**src/rtl/apb_bus_arbiter.sv**
```systemverilog
// APB master front end: round-robin arbitration between two requesters,
// IDLE/SETUP/ACCESS sequencing, bounded pready wait, one tagged response per transfer.
module apb_bus_arbiter #(
  parameter int ADDR_W  = 5,
  parameter int DATA_W  = 32,
  parameter int TIMEOUT = 16
) (
  input  logic              pclk,
  input  logic              Reset,
  input  logic              req0_valid,
  input  logic              req0_write,
  input  logic [1:0]        req0_sel,
  input  logic [ADDR_W-1:0] req0_addr,
  input  logic [DATA_W-1:0] req0_wdata,
  input  logic              req1_valid,
  input  logic              req1_write,
  input  logic [1:0]        req1_sel,
  input  logic [ADDR_W-1:0] req1_addr,
  input  logic [DATA_W-1:0] req1_wdata,
  output logic              req0_ready,
  output logic              req1_ready,
  output logic              rsp_valid,
  output logic              rsp_id,
  output logic [DATA_W-1:0] rsp_rdata,
  output logic [1:0]        rsp_err,
  output logic [1:0]        psel,
  output logic              penable,
  output logic              pwrite,
  output logic [ADDR_W-1:0] paddr,
  output logic [DATA_W-1:0] pwdata,
  input  logic [DATA_W-1:0] prdata,
  input  logic              pready,
  input  logic              pslverr
);

  localparam int CNT_W = $clog2(TIMEOUT + 1);
  localparam logic [CNT_W-1:0] CNT_LAST = CNT_W'(TIMEOUT - 1);

  typedef enum logic [1:0] {S_IDLE, S_SETUP, S_ACCESS} state_t;

  state_t            r_state;
  state_t            w_next;
  logic              r_last_grant;
  logic [1:0]        r_sel;
  logic              r_id;
  logic [CNT_W-1:0]  r_cnt;
  logic              r_pwrite;
  logic [ADDR_W-1:0] r_paddr;
  logic [DATA_W-1:0] r_pwdata;
  logic              r_rsp_valid;
  logic              r_rsp_id;
  logic [DATA_W-1:0] r_rsp_rdata;
  logic [1:0]        r_rsp_err;

  logic              w_grant0;
  logic              w_grant1;
  logic              w_accept;
  logic              w_acc_id;
  logic              w_acc_write;
  logic [1:0]        w_acc_sel;
  logic [ADDR_W-1:0] w_acc_addr;
  logic [DATA_W-1:0] w_acc_wdata;
  logic              w_sel_ok;
  logic              w_done;
  logic              w_tmo;

  // Round-robin grant and mux of the winning request fields
  always_comb begin
    w_grant0    = req0_valid && (!req1_valid || r_last_grant);
    w_grant1    = req1_valid && (!req0_valid || !r_last_grant);
    w_accept    = (r_state == S_IDLE) && (w_grant0 || w_grant1);
    w_acc_id    = w_grant1;
    w_acc_write = w_grant1 ? req1_write : req0_write;
    w_acc_sel   = w_grant1 ? req1_sel   : req0_sel;
    w_acc_addr  = w_grant1 ? req1_addr  : req0_addr;
    w_acc_wdata = w_grant1 ? req1_wdata : req0_wdata;
    w_sel_ok    = (w_acc_sel == 2'b01) || (w_acc_sel == 2'b10);
    w_done      = (r_state == S_ACCESS) && pready;
    w_tmo       = (r_state == S_ACCESS) && !pready && (r_cnt == CNT_LAST);
  end

  // FSM state register
  always_ff @(posedge pclk) begin
    if (Reset) r_state <= S_IDLE;
    else       r_state <= w_next;
  end

  // FSM next-state logic
  always_comb begin
    w_next = r_state;
    unique case (r_state)
      S_IDLE:   if (w_accept && w_sel_ok) w_next = S_SETUP;
      S_SETUP:  w_next = S_ACCESS;
      S_ACCESS: if (w_done || w_tmo) w_next = S_IDLE;
      default:  w_next = S_IDLE;
    endcase
  end

  // FSM outputs: accept strobes and APB control phases
  always_comb begin
    req0_ready = (r_state == S_IDLE) && w_grant0;
    req1_ready = (r_state == S_IDLE) && w_grant1;
    psel       = (r_state == S_IDLE) ? 2'b00 : r_sel;
    penable    = (r_state == S_ACCESS);
  end

  // Request capture, wait counter, response generation
  always_ff @(posedge pclk) begin
    if (Reset) begin
      r_last_grant <= 1'b1;
      r_sel        <= '0;
      r_id         <= 1'b0;
      r_cnt        <= '0;
      r_pwrite     <= 1'b0;
      r_paddr      <= '0;
      r_pwdata     <= '0;
      r_rsp_valid  <= 1'b0;
      r_rsp_id     <= 1'b0;
      r_rsp_rdata  <= '0;
      r_rsp_err    <= '0;
    end else begin
      r_rsp_valid <= 1'b0;
      if (w_accept) begin
        r_last_grant <= w_acc_id;
        r_id         <= w_acc_id;
        r_sel        <= w_acc_sel;
        if (w_sel_ok) begin
          // APB address/data only move when a real bus cycle follows
          r_pwrite <= w_acc_write;
          r_paddr  <= w_acc_addr;
          r_pwdata <= w_acc_wdata;
          r_cnt    <= '0;
        end else begin
          r_rsp_valid <= 1'b1;
          r_rsp_id    <= w_acc_id;
          r_rsp_err   <= 2'b11;
          r_rsp_rdata <= '0;
        end
      end
      if (r_state == S_ACCESS && !pready) r_cnt <= r_cnt + 1'b1;
      if (w_done) begin
        r_rsp_valid <= 1'b1;
        r_rsp_id    <= r_id;
        r_rsp_err   <= pslverr ? 2'b01 : 2'b00;
        r_rsp_rdata <= (!r_pwrite && !pslverr) ? prdata : '0;
      end else if (w_tmo) begin
        r_rsp_valid <= 1'b1;
        r_rsp_id    <= r_id;
        r_rsp_err   <= 2'b10;
        r_rsp_rdata <= '0;
      end
    end
  end

  assign rsp_valid = r_rsp_valid;
  assign rsp_id    = r_rsp_id;
  assign rsp_rdata = r_rsp_rdata;
  assign rsp_err   = r_rsp_err;
  assign pwrite    = r_pwrite;
  assign paddr     = r_paddr;
  assign pwdata    = r_pwdata;

endmodule

```
**config.mk**
```make
export PLATFORM = sky130hd
export DESIGN_NAME = apb_bus_arbiter
export DESIGN_NICKNAME = d
export VERILOG_FILES = /design/src/rtl/apb_bus_arbiter.sv
export SDC_FILE = /design/constraint.sdc
export NUM_CORES = 1
export LEC_CHECK = 0
export ABC_AREA = 1
export CAP_MARGIN = 15
export CORE_MARGIN = 1.5
export CORE_UTILIZATION = 41
export CTS_CLUSTER_DIAMETER = 30
export DETAILED_ROUTE_END_ITERATION = 8
export GPL_ROUTABILITY_DRIVEN = 0
export PLACE_DENSITY = 0.86
export RECOVER_POWER = 50
export SLEW_MARGIN = 20
export SYNTH_ARGS = -nofsm -noshare
export SYNTH_HDL_FRONTEND = slang
export SYNTH_SLANG_ARGS = --single-unit
```
**constraint.sdc**
```tcl
create_clock -name pclk -period 2.25 [get_ports pclk]
set_input_delay 0.45 -clock pclk [delete_from_list [all_inputs] [get_ports pclk]]
set_output_delay 0.45 -clock pclk [all_outputs]
set_load 0.03 [all_outputs]
```
==> reports/results.tsv, run 1 <==
stage	metric	value	unit
outcome	status	complete, no violations	
synthesis	synth-edff-count	0	
timing	setup_ws	0.139	ns
timing	period_minus_slack	2.11	ns
placed_design	dpl.hpwl	9210	µm
clocking	cts.clk_slew.worst_paths	0.09	ns
min_path	hp-start	paddr[0]$_SDFFE_PP0P_	
critical_path	critPathMaxFanout	4	
synthesis	seq_area_frac_synth	42.8	%
power	power.leakage	0.00249	µW
clocking	cts_htree_levels	3	
floorplanning	pin_count	197	
synthesis	netlist-cell-type-count	28	
power	ir_drop	285	µV
synthesis	synth_top_flop_cell	dfxtp_1	
global_route	grt_max_degree	41	
global_route	grtUsageMet3	7.32	%
drt	wl_per_cell	14.3	µm
flow_run	max_cap_violations	0	
synthesis	synth_warnings	0	
drt	route.detailed.drc	0	
synthesis	syn_inst	560	
clocking	max-clock-path-buffers	2	
timing	max_freq	0.474	GHz
cells_and_area	layout.nets	853	
floorplanning	die_area	10300	µm²
synthesis	synth_top_family_by_area	simple AND/OR/NAND/NOR gates	
global_route	grt_pass1_vias	4049	
cells_and_area	final_util	66.0	%
synthesis	synth.net_count	680	
drt	routed_wl	12400	µm
global_route	grt-busiest-layer	met2	
global_route	met1_usage	26.6	%
timing	whs	0.462	ns
timing	worstMarginPinSlew	1.24	ns
power	powerDensity	642	nW/µm²
placed_design	port_buffers	196	
clocking	ctsRootBufferMaster	clkbuf_8	
clocking	cts_buffers	9	
clocking	ctsResizeCount	0	
drt	ant_nets	0	
timing	fin_tns_setup	0	ns
timing	final-hold-violation-count	0	
timing	setup_viol	0	
global_route	grtUsageMet2	41.1	%
drt	first_pass_iters	6	
drt	dr.first_iter.drc_count	228	
synthesis	async_flop_share	0	%
synthesis	synth-seq-cells	85	
synthesis	synth-xor-area-share	0	%
synthesis	synth-compound-area-share	11.9	%
timing	fin_crit_sh	93.8	%
drt	viasPerCell	5.25	
clocking	cts_tree	yes	
cells_and_area	syn_to_final_growth	54.9	%
placed_design	preCtsSetupSlack	0.133	ns
critical_path	timing.rr.start	r_cnt[0]$_SDFFE_PP0P_	
timing	max-slew-margin-rel	17.2	%
synthesis	syn_area_per_cell	7.10	µm²
critical_path	crit_arrival	1.66	ns
cells_and_area	drive_above_1_share	6.23	%
floorplanning	start_util	42.6	%
timing	slew_viol_final	0	
clocking	holdBufCountCts	0	
clocking	clock-sinks	85	
global_route	track_usage	23.4	%
clocking	worstSkewPairLatency	0.35	ns
global_route	antenna_found_initial	0	
synthesis	synthSimpleGateAreaFrac	36.2	%
min_path	worst_hold_path_type	reg -> reg	
synthesis	synth_adder_area_share	0.630	%
floorplanning	core_area	9330	µm²
drt	num_vias	4550	
critical_path	critPathLaunch	r_state[0]$_SDFFE_PP0P_	
floorplanning	die_w	101	µm
cells_and_area	antenna_cells	0	
synthesis	muxShareOfSynthArea	0	%
clocking	post_cts_buffers	0	
global_route	grt_overflow_total	0	
critical_path	worst_ep_required_time	1.80	ns
synthesis	syn_area	3970	µm²
global_route	grt_pass1_wl	18900	µm
timing	rsz0062_at_grt	false	
critical_path	crit_type	reg -> out	
floorplanning	die_y	101	µm
timing	skew	0.0127	ns
floorplanning	rows	35	
critical_path	cp-end-kind	output port	
critical_path	start_kind	flip-flop	
## Yosys cell counts (all sizes together), types with 2 or more instances
library cell / number / area share, %
nor2: 7 / 0.98
nand4: 38 / 6.0
o21ai: 5 / 0.63
buf: 33 / 4.9
o21bai: 2 / 0.38
dfxtp: 85 / 43
nor3: 2 / 0.54
clkbuf: 14 / 1.3
a21oi: 81 / 10
ha: 2 / 0.63
nand3: 82 / 11
nand2: 180 / 18
inv: 24 / 2.3
## final cells by class
| type | instances | area, µm² |
|---|---|---|
| well taps | 129 | 161 |
| multi-input cells | 404 | 1930 |
| clock buffers | 10 | 138 |
| flip-flops and latches | 85 | 1700 |
| inverters | 24 | 90.1 |
| fillers | 815 | 3170 |
| repair buffers | 209 | 2070 |
| clock inverters | 6 | 70.1 |
## metrics by stage
| step | cells | cell area (µm²) | power [µW] |
|---|---|---|---|
| finish | 867 | 6160 | 3950 |
| global route | 867 | 6160 | 4160 |
| CTS | 867 | 6190 | 4020 |
| detailed placement | 851 | 5980 | 2900 |
| global placement | 851 | 5980 | 2870 |
| floorplan | 560 | 3970 | 2370 |
## worst max-delay path, stage by stage, from the launching register on
cell             delay (ns)
dfxtp_1                0.38
nor2_2                 0.08
nor2_1                 0.13
clkdlybuf4s50_1        0.71
## report_power, final
group / internal, µW / switching [µW]
logic: 495 / 676
registers: 1610 / 57.4
clock network: 551 / 570
## cells in the final DEF (no fill, tap or decap), drive strengths merged
master	Yosys	routed
a21o	1	1
a21oi	81	81
buf	33	15
bufinv	0	1
clkbuf	14	12
clkdlybuf4s50	0	158
clkinvlp	0	3
dfxtp	85	85
dlygate4sd3	0	34
ha	2	2
inv	24	26
nand2	180	180
nand3	82	82
nand3b	1	1
nand4	38	38
nor2	7	7
nor3	2	2
o211ai	1	1
o21a	1	1
o21ai	5	5
o21bai	2	2
or2	1	1
## logic make-up after synthesis
family | Yosys count
simple gates | 311
compound gates | 91
flops | 85
buf+inv | 71
fa+ha+maj | 2
## worst paths after layout
kind                           end  slack, ns  depth (start not counted)
max                        psel[0]       0.14                          3
min          paddr[0]$_SDFFE_PP0P_       0.46                          2
max reg2reg    rsp_id$_SDFFE_PP0P_       0.28                          9
min reg2reg  paddr[0]$_SDFFE_PP0P_       0.46                          2
## layer usage
layer,up-vias,share of wire [%]
met2,228,47
li1,2230,-
met5,-,0
met3,28,9.6
met1,2064,41
met4,0,2.5
## registers in the layout, summed over array words and instances, names as in the netlist, 2 cells and up
name / count
paddr: 5
pwdata: 32
r_cnt: 5
r_sel: 2
r_state: 2
rsp_err: 2
rsp_rdata: 32
(Power assumes the default switching activity.)
==> run 2: changes to the inputs <==
--- a/config.mk
+++ b/config.mk
@@ -7,12 +7,14 @@
 export LEC_CHECK = 0
 export ABC_AREA = 1
 export CAP_MARGIN = 15
+export CELL_PAD_IN_SITES_DETAIL_PLACEMENT = 0
+export CELL_PAD_IN_SITES_GLOBAL_PLACEMENT = 1
 export CORE_MARGIN = 1.5
-export CORE_UTILIZATION = 41
+export CORE_UTILIZATION = 27
 export CTS_CLUSTER_DIAMETER = 30
 export DETAILED_ROUTE_END_ITERATION = 8
 export GPL_ROUTABILITY_DRIVEN = 0
-export PLACE_DENSITY = 0.86
+export PLACE_DENSITY = 0.85
 export RECOVER_POWER = 50
 export SLEW_MARGIN = 20
 export SYNTH_ARGS = -nofsm -noshare
==> run 2 against run 1 <==
Sequential power hardly changed. Hold slack worse by 0.0061 ns. Clock power increased by 43%. Utilization fell by 22 points. Largest cell class unchanged. Largest power group unchanged.
==> reports/results.tsv, run 2 (same netlist as run 1, synthesis figures left out) <==
stage	metric	value	unit	change
clocking	clock-sinks	85		unchanged
drt	viasPerCell	4.81		-8.3%
power	p_sw	1330	µW	+2.0%
outcome	status	complete, no violations		
clocking	max-clock-path-buffers	2		unchanged
floorplanning	die_area	15500	µm²	+50%
cells_and_area	antenna_cells	0		unchanged
power	power.leakage	0.00269	µW	+8.2%
timing	skew	0.00817	ns	-0.00457 ns
drt	route.detailed.drc	0		unchanged
floorplanning	die_y	124	µm	+23%
global_route	track_usage	16.6	%	-6.9 points
timing	worstMarginPinSlew	0.594	ns	-0.648 ns
critical_path	critPathBufInv	1		unchanged
cells_and_area	final_cell_mix	175 x nand2_1, 120 x clkdlybuf4s50_1, 85 x dfxtp_1, 80 x nand3_1, 80 x a21oi_1		
cells_and_area	layout.nets	856		+0.35%
critical_path	crit_family	buffers and inverters		
drt	dr.first_iter.drc_count	185		-19%
drt	wl_per_cell	13.9	µm	-3.0%
power	combPwrFrac	26.5	%	-3.1 points
critical_path	path_cells	nor2_2 -> nor2_1 -> clkdlybuf4s50_1		
power	switching_share	29.9	%	-3.0 points
timing	max-slew-margin-rel	60.3	%	+43 points
clocking	cts_tree	yes		
critical_path	crit_type	reg -> out		
timing	slew_viol_final	0		unchanged
global_route	grt_pass1_vias	4238		+4.7%
drt	ant_nets	0		unchanged
placed_design	dp.cells	909		+6.8%
timing	rsz0062_at_grt	false		
timing	max_freq	0.485	GHz	+2.4%
min_path	hp-start	pwdata[8]$_SDFFE_PP0P_		
critical_path	slowest_stage	clkdlybuf4s50_1		
clocking	cts.clk_slew.worst_paths	0.06	ns	-0.03 ns
critical_path	r2r_cells	10		+1
global_route	grt_pass1_wl	21000	µm	+11%
timing	final-hold-violation-count	0		unchanged
timing	setup_viol	0		unchanged
cells_and_area	final_util	44.4	%	-22 points
global_route	antenna_found_initial	0		unchanged
clocking	worstSkewPairLatency	0.34	ns	about the same
cells_and_area	fin_cells	925		+6.7%
clocking	ctsRootBufferMaster	clkbuf_16		
critical_path	worst_ep_required_time	1.80	ns	about the same
flow_run	max_cap_violations	0		unchanged
global_route	grt_max_degree	40		-2.4%
critical_path	crit_arrival	1.61	ns	-0.05 ns
clocking	ctsResizeCount	0		unchanged
floorplanning	die_w	124	µm	+23%
min_path	holdPathStages	2		unchanged
power	powerDensity	693	nW/µm²	+8.0%
min_path	hold_end	pwdata[8]$_SDFFE_PP0P_		
placed_design	dpl.hpwl	9620	µm	+4.5%
floorplanning	core_area	14400	µm²	+55%
power	ir_drop	444	µV	+56%
drt	num_vias	4453		-2.1%
global_route	grt_overflow_total	0		unchanged
critical_path	start_kind	flip-flop		
critical_path	timing.rr.start	r_cnt[0]$_SDFFE_PP0P_		
placed_design	port_buffers	196		unchanged
cells_and_area	drive_above_1_share	6.48	%	+0.24 points
power	pwr-share-seq	37.5	%	-4.5 points
clocking	cts_htree_levels	3		unchanged
min_path	worst_hold_path_type	reg -> reg		
critical_path	slowest_delay	0.71	ns	about the same
drt	first_pass_iters	4		-2
cells_and_area	syn_to_final_growth	61.1	%	
clocking	cts_buffers	9		unchanged
power	internal-power	3110	µW	+17%
clocking	post_cts_buffers	0		unchanged
floorplanning	pin_count	197		unchanged
critical_path	r2r_setup_slack	0.35	ns	+0.07 ns
timing	fin_crit_sh	91.7	%	-2.2 points
critical_path	critPathMaxFanout	4		unchanged
critical_path	worstReg2RegEnd	rsp_err[0]$_SDFFE_PP0P_		
floorplanning	rows	44		+26%
floorplanning	start_util	27.6	%	-15 points
timing	whs	0.456	ns	-0.00606 ns
power	power_frac_clock	36.0	%	+7.7 points
timing	period_minus_slack	2.06	ns	-0.0486 ns
critical_path	cp-end-kind	output port		
placed_design	place_area	6090	µm²	+1.7%
timing	fin_tns_setup	0	ns	unchanged
drt	routed_wl	12900	µm	+3.5%
cells_and_area	stdcell_area	6400	µm²	+4.0%
clocking	holdBufCountCts	0		unchanged
cells_and_area	final_common_cell	nand2_1		
run 2: changes by cell type in the layout (fill, tap and decap cells not counted), sizes merged, moves of 2 or more:
cell,change
buf,+4
clkdlybuf4s50,-38
dlygate4sd3,+38
inv,-2
run 2: power groups by stage:
stage	logic, µW	clock network (µW)	registers [µW]
floorplan	505	0	1860
global placement	1200	0	1700
detailed placement	1220	0	1700
CTS	1220	1650	1670
global route	1280	1720	1680
finish	1180	1600	1660
run 2: metrics by stage:
step | total power [µW] | setup slack, ns
floorplan | 2370 | 0.615
global placement | 2900 | 0.180
detailed placement | 2920 | 0.0801
CTS | 4540 | 0.159
global route | 4670 | 0.0649
finish | 4440 | 0.187
run 2: worst register-to-register path: stages (launching register included):
cell      delay (ns)
dfxtp_1         0.34
ha_1            0.21
inv_1           0.07
nor3_1          0.05
ha_1            0.17
inv_1           0.08
a21oi_2         0.08
inv_2           0.44
nand2_1         0.15
o21bai_1        0.15
inv_1           0.05
run 2: worst max path at each step:
stage | slack [ns] | startpoint | to | cells after the start
after floorplan | 0.61 | r_cnt[0]$_SDFFE_PP0P_ | rsp_rdata[13]$_SDFFE_PP0P_ | 10
after global placement | 0.18 | req0_valid | pwdata[0]$_SDFFE_PP0P_ | 7
after detailed placement | 0.08 | req0_valid | pwdata[21]$_SDFFE_PP0P_ | 10
after CTS | 0.16 | r_state[1]$_SDFFE_PP0P_ | penable | 3
after global routing | 0.06 | req0_valid | pwdata[27]$_SDFFE_PP0P_ | 9
final | 0.19 | r_state[0]$_SDFFE_PP0P_ | psel[1] | 3
run 2: cell type report:
type | count | area, µm²
inverters | 24 | 90.1
flip-flops and latches | 85 | 1700
multi-input cells | 404 | 1930
clock buffers | 11 | 243
repair buffers | 212 | 2130
fillers | 1406 | 8020
well taps | 184 | 230
clock inverters | 5 | 83.8
run 2: metal layers:
layer,track usage [%],vias up,wire [µm]
li1,-,2241,-
met1,20.5,1996,5770
met2,27.1,205,5810
met3,6.19,11,1140
met4,4.26,0,155
met5,0,-,0
==> run 3: changes to the inputs <==
--- a/config.mk
+++ b/config.mk
@@ -6,6 +6,7 @@
 export NUM_CORES = 1
 export LEC_CHECK = 0
 export ABC_AREA = 1
+export ABC_CLOCK_PERIOD_IN_PS = 2250
 export CAP_MARGIN = 15
 export CELL_PAD_IN_SITES_DETAIL_PLACEMENT = 0
 export CELL_PAD_IN_SITES_GLOBAL_PLACEMENT = 1
==> results of run 3 <==
Final layout, timing and power as in run 2 (identical DEF).
